$ cat src/rtl/m_muldiv_pkg.sv
// Shared state encoding and ALU select codes for the MUL/DIV sequencer.
// Imported by m_muldiv_seq and m_muldiv_itercnt.
package m_muldiv_pkg;

  typedef enum logic [2:0] {
    IDLE  = 3'd0,
    INIT  = 3'd1,
    ADD   = 3'd2,
    SHIFT = 3'd3,
    DONE  = 3'd4
  } state_e;

  localparam logic [2:0] S_ALU_CLR   = 3'b000;
  localparam logic [2:0] S_ALU_SEED  = 3'b000;  // only meaningful together with sa14=1
  localparam logic [2:0] S_ALU_ADD   = 3'b110;
  localparam logic [2:0] S_ALU_SHIFT = 3'b111;

  localparam int FUNCT3_DIV_BIT = 2;

endpackage

$ cat src/rtl/m_muldiv_itercnt.sv
// Iteration counter: clear wins over increment, saturates at NITER, tc flags NITER-1.
// Registered count, combinational terminal flag; no backpressure.
module m_muldiv_itercnt #(
  parameter int NITER = 32,
  parameter int CW    = 6
) (
  input  logic          clk,
  input  logic          rst,
  input  logic          clr,
  input  logic          inc,
  output logic [CW-1:0] cnt,
  output logic          tc
);

  localparam logic [CW-1:0] CNT_MAX  = CW'(NITER);
  localparam logic [CW-1:0] CNT_LAST = CW'(NITER - 1);

  logic [CW-1:0] cnt_q;
  logic [CW-1:0] cnt_d;

  always_comb begin
    cnt_d = cnt_q;
    if (clr) begin
      cnt_d = '0;
    end else if (inc && (cnt_q != CNT_MAX)) begin
      cnt_d = cnt_q + CW'(1);
    end
  end

  always_ff @(posedge clk or posedge rst) begin
    if (rst) begin
      cnt_q <= '0;
    end else begin
      cnt_q <= cnt_d;
    end
  end

  assign cnt = cnt_q;
  assign tc  = (cnt_q == CNT_LAST);

endmodule

$ cat src/rtl/m_muldiv_seq.sv
// MUL/DIV add/shift sequencer driving the condition-code block; optional skip-add via M_MULDIV_SEQ_SKIPADD_EN.
// INIT one cycle after start, DONE at cycle 2*NITER+2; start ignored while busy, abort returns to IDLE next edge.
module m_muldiv_seq
  import m_muldiv_pkg::*;
#(
  parameter int NITER = 32,
  parameter int CW    = 6
) (
  input  logic          clk,
  input  logic          rst,
  input  logic          start,
  input  logic [2:0]    funct3,
  input  logic          abort,
  input  logic          mlsb,
  output logic          busy,
  output logic          done,
  output logic          ceM,
  output logic          sa14,
  output logic [2:0]    s_alu,
  output logic          cond_holdq,
  output logic [CW-1:0] iter
);

  state_e     state_q, state_d;
  logic [2:0] funct3_q, funct3_d;
  logic       cnt_clr, cnt_inc, cnt_tc;
  logic       unused_bits;

  m_muldiv_itercnt #(
    .NITER (NITER),
    .CW    (CW)
  ) u_itercnt (
    .clk (clk),
    .rst (rst),
    .clr (cnt_clr),
    .inc (cnt_inc),
    .cnt (iter),
    .tc  (cnt_tc)
  );

  always_comb begin
    state_d    = state_q;
    funct3_d   = funct3_q;
    cnt_clr    = 1'b0;
    cnt_inc    = 1'b0;
    busy       = 1'b0;
    done       = 1'b0;
    ceM        = 1'b0;
    sa14       = 1'b0;
    s_alu      = S_ALU_CLR;
    cond_holdq = 1'b1;

    case (state_q)
      IDLE: begin
        if (start && !abort) begin
          funct3_d = funct3;
          cnt_clr  = 1'b1;
          state_d  = INIT;
        end
      end
      INIT: begin
        busy       = 1'b1;
        sa14       = 1'b1;
        s_alu      = S_ALU_SEED;
        cond_holdq = 1'b0;
        state_d    = ADD;
      end
      ADD: begin
        busy       = 1'b1;
        s_alu      = S_ALU_ADD;
        cond_holdq = 1'b0;
`ifdef M_MULDIV_SEQ_SKIPADD_EN
        // Multiplier bit clear: hold rF instead of adding, keeping cycle count fixed.
        if (!funct3_q[FUNCT3_DIV_BIT] && !mlsb) begin
          s_alu      = S_ALU_CLR;
          cond_holdq = 1'b1;
        end
`endif
        state_d    = SHIFT;
      end
      SHIFT: begin
        busy       = 1'b1;
        ceM        = 1'b1;
        s_alu      = S_ALU_SHIFT;
        cond_holdq = 1'b0;
        cnt_inc    = 1'b1;
        state_d    = cnt_tc ? DONE : ADD;
      end
      DONE: begin
        busy    = 1'b1;
        done    = 1'b1;
        state_d = IDLE;
      end
      default: state_d = IDLE;
    endcase

    if (abort && (state_q != IDLE)) begin
      state_d = IDLE;
      cnt_clr = 1'b1;
      cnt_inc = 1'b0;
    end
  end

  always_ff @(posedge clk or posedge rst) begin
    if (rst) begin
      state_q  <= IDLE;
      funct3_q <= 3'b000;
    end else begin
      state_q  <= state_d;
      funct3_q <= funct3_d;
    end
  end

  // Operation type and mlsb only steer the optional skip-add path.
  assign unused_bits = ^{mlsb, funct3_q};

endmodule

$ cat config.mk
export PLATFORM = sky130hd
export DESIGN_NAME = m_muldiv_seq
export DESIGN_NICKNAME = d
export VERILOG_FILES = /design/src/rtl/m_muldiv_pkg.sv /design/src/rtl/m_muldiv_itercnt.sv /design/src/rtl/m_muldiv_seq.sv
export SDC_FILE = /design/constraint.sdc
export NUM_CORES = 1
export LEC_CHECK = 0
export ABC_AREA = 0
export CAP_MARGIN = 20
export CORE_MARGIN = 10
export CORE_UTILIZATION = 40
export DETAILED_ROUTE_END_ITERATION = 8
export GPL_TIMING_DRIVEN = 0
export PLACE_DENSITY_LB_ADDON = 0.3
export SETUP_SLACK_MARGIN = 0.2
export SYNTH_ARGS = -nofsm -noshare
export SYNTH_HDL_FRONTEND = slang
export SYNTH_SLANG_ARGS = --single-unit
export TNS_END_PERCENT = 5
$ cat constraint.sdc
create_clock -name clk -period 1.68 [get_ports clk]
set_input_delay 0.336 -clock clk [delete_from_list [all_inputs] [get_ports clk]]
set_output_delay 0.336 -clock clk [all_outputs]
set_load 0.01 [all_outputs]
# After elaboration in Yosys (flattened, before gate mapping)
# Cells that the tools add are included.
# totals
out_inout_bits	14
ff_bits	9
# op_classes
eq_ne	7
n_addsub	1
n_reduce_logical	9
mux	16
# op_table
operator	count
6-bit two-way mux	2
3-bit one-hot mux with 4 select lines	1
1-bit two-way mux	9
3-bit two-way mux	3
6-bit by 1-bit adder with 6-bit output (second input constant)	1
3-bit by 2-bit == test with 1-bit output (second input constant)	2
6-bit by 5-bit == test with 1-bit output (second input constant)	1
6-bit != test (second input constant)	1
3-bit one-hot mux with 2 select lines	1
4-bit OR reduction	1
3-bit by 1-bit == test with 1-bit output (second input constant)	1
3-bit == test (second input constant)	1
1-bit logical AND	3
3-bit zero test	1
3-bit != test (second input constant)	1
3-bit nonzero test	1
3-bit OR reduction	1
2-bit nonzero test	1
1-bit zero test	1

# Longest topological paths before layout
# depth
ltp_word	6
mapped_depth	6

# Cells and area by module
# Synthesis repeated with hierarchy kept, for this count alone.
# unflattened
cells_unflattened	67
area_unflattened_um2	611.8
# modules_own_cells
mod	seq_area_each_um2	n_inst	area_each_um2	cells_each
m_muldiv_itercnt	150.1	1	395.4	43
m_muldiv_seq	75.1	1	216.5	24

# Worst setup path after synthesis
# Ideal clock, no wire load.
# synth_path
kind	register to register
start	reg u_itercnt.cnt_q[3] (netlist: u_itercnt.cnt[3])
end	reg u_itercnt.cnt_q[1] (netlist: u_itercnt.cnt[1])
synth_period_minus_slack_ps	1359
setup_slack_ps	321
path_stages_with_launch	5
setup_time_ps	119
arrival_ps	1241
t_required_ps	1561
cell_sequence	dfrtp_1 or3_4 o21ai_4 mux2i_1 nor2_1
# synth_between
elab_chain_cells	3
# synth_lines
item	line	rtl
from (decl)	m_muldiv_itercnt.sv:18	logic [CW-1:0] cnt_q;
from (signal assigned)	m_muldiv_itercnt.sv:34	cnt_q <= cnt_d;
6-bit != test	m_muldiv_itercnt.sv:25	end else if (inc && (cnt_q != CNT_MAX)) begin
1-bit logical AND	m_muldiv_itercnt.sv:25	
2-bit nonzero test (no source line)	--	
# No other way between the ends.
# A chain may end at the register's enable or synchronous reset.

# Worst setup path after layout
# layout_path
start	reg u_itercnt.cnt_q[2] (netlist: u_itercnt.cnt[2])
end	out iter[2]
# layout_lines
item	line	rtl
to (decl)	m_muldiv_seq.sv:21	output logic [CW-1:0] iter
# No word-level cell between the ends.

==> results.md <==
- Least-Margin Pin Slew: 0.347 ns
- Routed Antenna Nets: 0
- WP depth: 1
- Synth top cells by count: dfrtp_1 (9), nor2_1 (9), xor2_1 (4)
- Clk_skew: 0.000925 ns
- Number of global-route vias before repair: a little under 500
- Final hold violation count: 0
- Clock Latency Late Sink: 0.25 ns
- Count of final setup violators: 0
- R2r setup slk: 0.21 ns
- Worst R2R Path Depth: 5
- Maximum VDD drop: 0.331 mV
- Cell Pwr Density: 633 nW/µm²
- Initial Util: 42.4%
- Synthesis-stage register bit count: 9
- Slowest CP cell: clkdlybuf4s50_1
- WL final: 1320 µm
- WL/cell: 14.1 µm
- Post-synth ARST share: 100%
- Core area: 1280 µm²
- Max cap viols: 0
- DIE HEIGHT: 56.9 µm
- Total CTS buffers: 3
- CTS tree: built
- Fin crit share: 93.0%
- Final instance area: 786 µm²
- Share of layout cells above drive strength 1: between 30% and 40%
- Post-Syn Area: 544 µm²
- WS Path Type: reg2out
- CP arrival: 1.23 ns
- Post-synth EDFFs: 0
- Largest cells by area after synthesis: dfrtp_1 (41%), xor2_1 (6.4%), nor2_1 (6.2%), ha_1 (4.6%), nor4_1 (3.4%)
- CP endpoint: iter[2]
- YS warnings: 0
- Crit path time final: between 1.5 and 2 ns
- Comb power frac: 20.2%
- Sequential fraction of the synthesis area: 41.4%
- Hold WC Path Type: in2async
- Clock root buffer: clkbuf_4
- Status: completed
- Via count: 480
- Die W: 56.9 µm
- Gp weighted congestion: 0.818
- Hpwl dp: 982 µm
- Crit path from: u_itercnt.cnt[2]
- CTS max path bufs: 2
- Layout area overhead: 44.4%
- Static leakage: 0.387 nW
- All-Layer GR Usage: 8.36%
- Switching share of power: 25.8%
- Post-synth top area cell: dfrtp_1
- Share of Yosys cell area claimed by the top area cell type: between 40% and 50%
- P_int: between 0.0003 and 0.0004 W
- Largest net degree at the start of global routing: 11
- Worst path required time: 1.34 ns
- Cell Rows: 13
- DRC: 0
- First-pass GRT wire length: 2240 µm
- CTS Sinks: 9
- Hold_ws: approximately 0.34 ns
- H-tree depth: 1
- Fin nets: 90
- R2r startpoint: u_itercnt.cnt[4]
- Filler cell count in the final layout: 121
- Sw Pwr: roughly 0.00013 W
- Fin. max-slew vios: 0
- Via-to-Cell Ratio: 5.11
- Crit-path max cell delay: 0.55 ns
- Ant. Diodes: 0
- Synth Area per Inst: 9.90 µm²
- Die area: 3240 µm²
- Family with the most delay on the worst path: buffers and inverters
- End-of-flow core utilization: between 60% and 70%
- Crit end category: output port
- Max Fclk: 640 MHz
- RSZ-0062 raised after global routing: yes
- Crit-path cells: clkdlybuf4s50_1
- Setup crit start kind: register
- Crit-path max FO: 6
- Clk slew on worst S/H paths: around 0.06 ns
- Reg2reg end: u_itercnt.cnt[1]
- Setup TNS: 0 ns
- First DRT Iteration DRCs: 5
- Mapped Cells: 55
- Top_reg_cell synth: dfrtp_1
- Total iterations of the first detailed-routing run: 3
- Dpl cell area: 733 µm²
- Grt ovf: 0
- Port bufs: 17
- Reg power frac: 47.2%
- # IOs: 22
- Clock Power Share: 32.6%
- Library cells used by synthesis: 27
- Initial antenna violation count: 0
- Synthesized Nets: 65
- CP bufs+invs: 1
- Slew Limit Headroom: 76.9%
[metal layers]
| metal | global-route usage, % | vias up | wire length, µm |
|---|---|---|---|
| li1 | - | 235 | - |
| met2 | 13.0 | 17 | 651 |
| met4 | 2.68 | 0 | 0 |
| met3 | 5.17 | 0 | 162 |
| met5 | 0 | - | 0 |
| met1 | 9.08 | 228 | 510 |
[layout make-up]
class / instances / area, µm² / area share (%)
plain buffers: 3 / 22.5 / 2.87
clock buffers: 4 / 26.3 / 3.34
inverters: 3 / 11.3 / 1.43
multi-input cells: 40 / 303 / 38.5
flip-flops and latches: 9 / 230 / 29.3
well taps: 15 / 18.8 / 2.39
repair buffers: 20 / 174 / 22.1
[cells by family after synthesis]
logic type | after synthesis | share of synthesized area (%)
and+or+nand+nor | 28 | 29.4
DFF | 9 | 41.4
xor gates and xnor gates | 6 | 9.66
buffers and inverters | 6 | 5.75
AOI/OAI and AO/OA | 2 | 5.29
muxes | 2 | 3.91
adders and majority gates | 2 | 4.60
[cells in the final DEF, fill, tap and decap left out, types with 3 or more instances in the layout]
cell type | netlist | layout
dfrtp_1 | 9 | 5
buf_4 | 1 | 5
xor2_1 | 4 | 4
nor4_1 | 3 | 3
clkdlybuf4s50_1 | 0 | 7
inv_1 | 3 | 3
nor2_1 | 9 | 8
clkbuf_4 | 1 | 4
dfrtp_2 | 0 | 4
[state kept, by name, summed over array words and instances, names as in the netlist]
register,count
state_q,3
u_itercnt.cnt,6
[stage by stage]
stage               cells  setup WS, ns  total power [W]
floorplan              55         0.321         0.000286
global placement       87       -0.0274         0.000335
detailed placement     87       -0.0428         0.000338
CTS                    94         0.102         0.000506
global route           94        0.0559         0.000530
finish                 94         0.117         0.000498
[how the worst min path moves through the flow]
stage | startpoint | to | cells after the start
floorplan | rst | state_q[0] | 1
global placement | state_q[0] | state_q[0] | 1
detailed placement | state_q[0] | state_q[0] | 1
CTS | rst | u_itercnt.cnt[4] | 2
global route | rst | u_itercnt.cnt[1] | 2
finish | rst | u_itercnt.cnt[0] | 2
[repair_timing]
| item | 4_1_cts | 5_1_grt |
|---|---|---|
| setup endpoints to repair | 14 | 16 |
| cloned | 0 | 0 |
| hold buffers | 0 | 0 |
| setup buffers | 3 | 0 |
| resized for setup | 29 | 4 |
[power by group through the flow]
stage,registers (W),clock network [W],logic (W)
floorplan,0.000236,0,0.0000504
global placement,0.000237,0,0.0000986
detailed placement,0.000238,0,0.0000999
CTS,0.000234,0.000170,0.000101
global route,0.000235,0.000184,0.000111
finish,0.000235,0.000162,0.000101
Note: power is estimated with default switching activity, not from simulation.
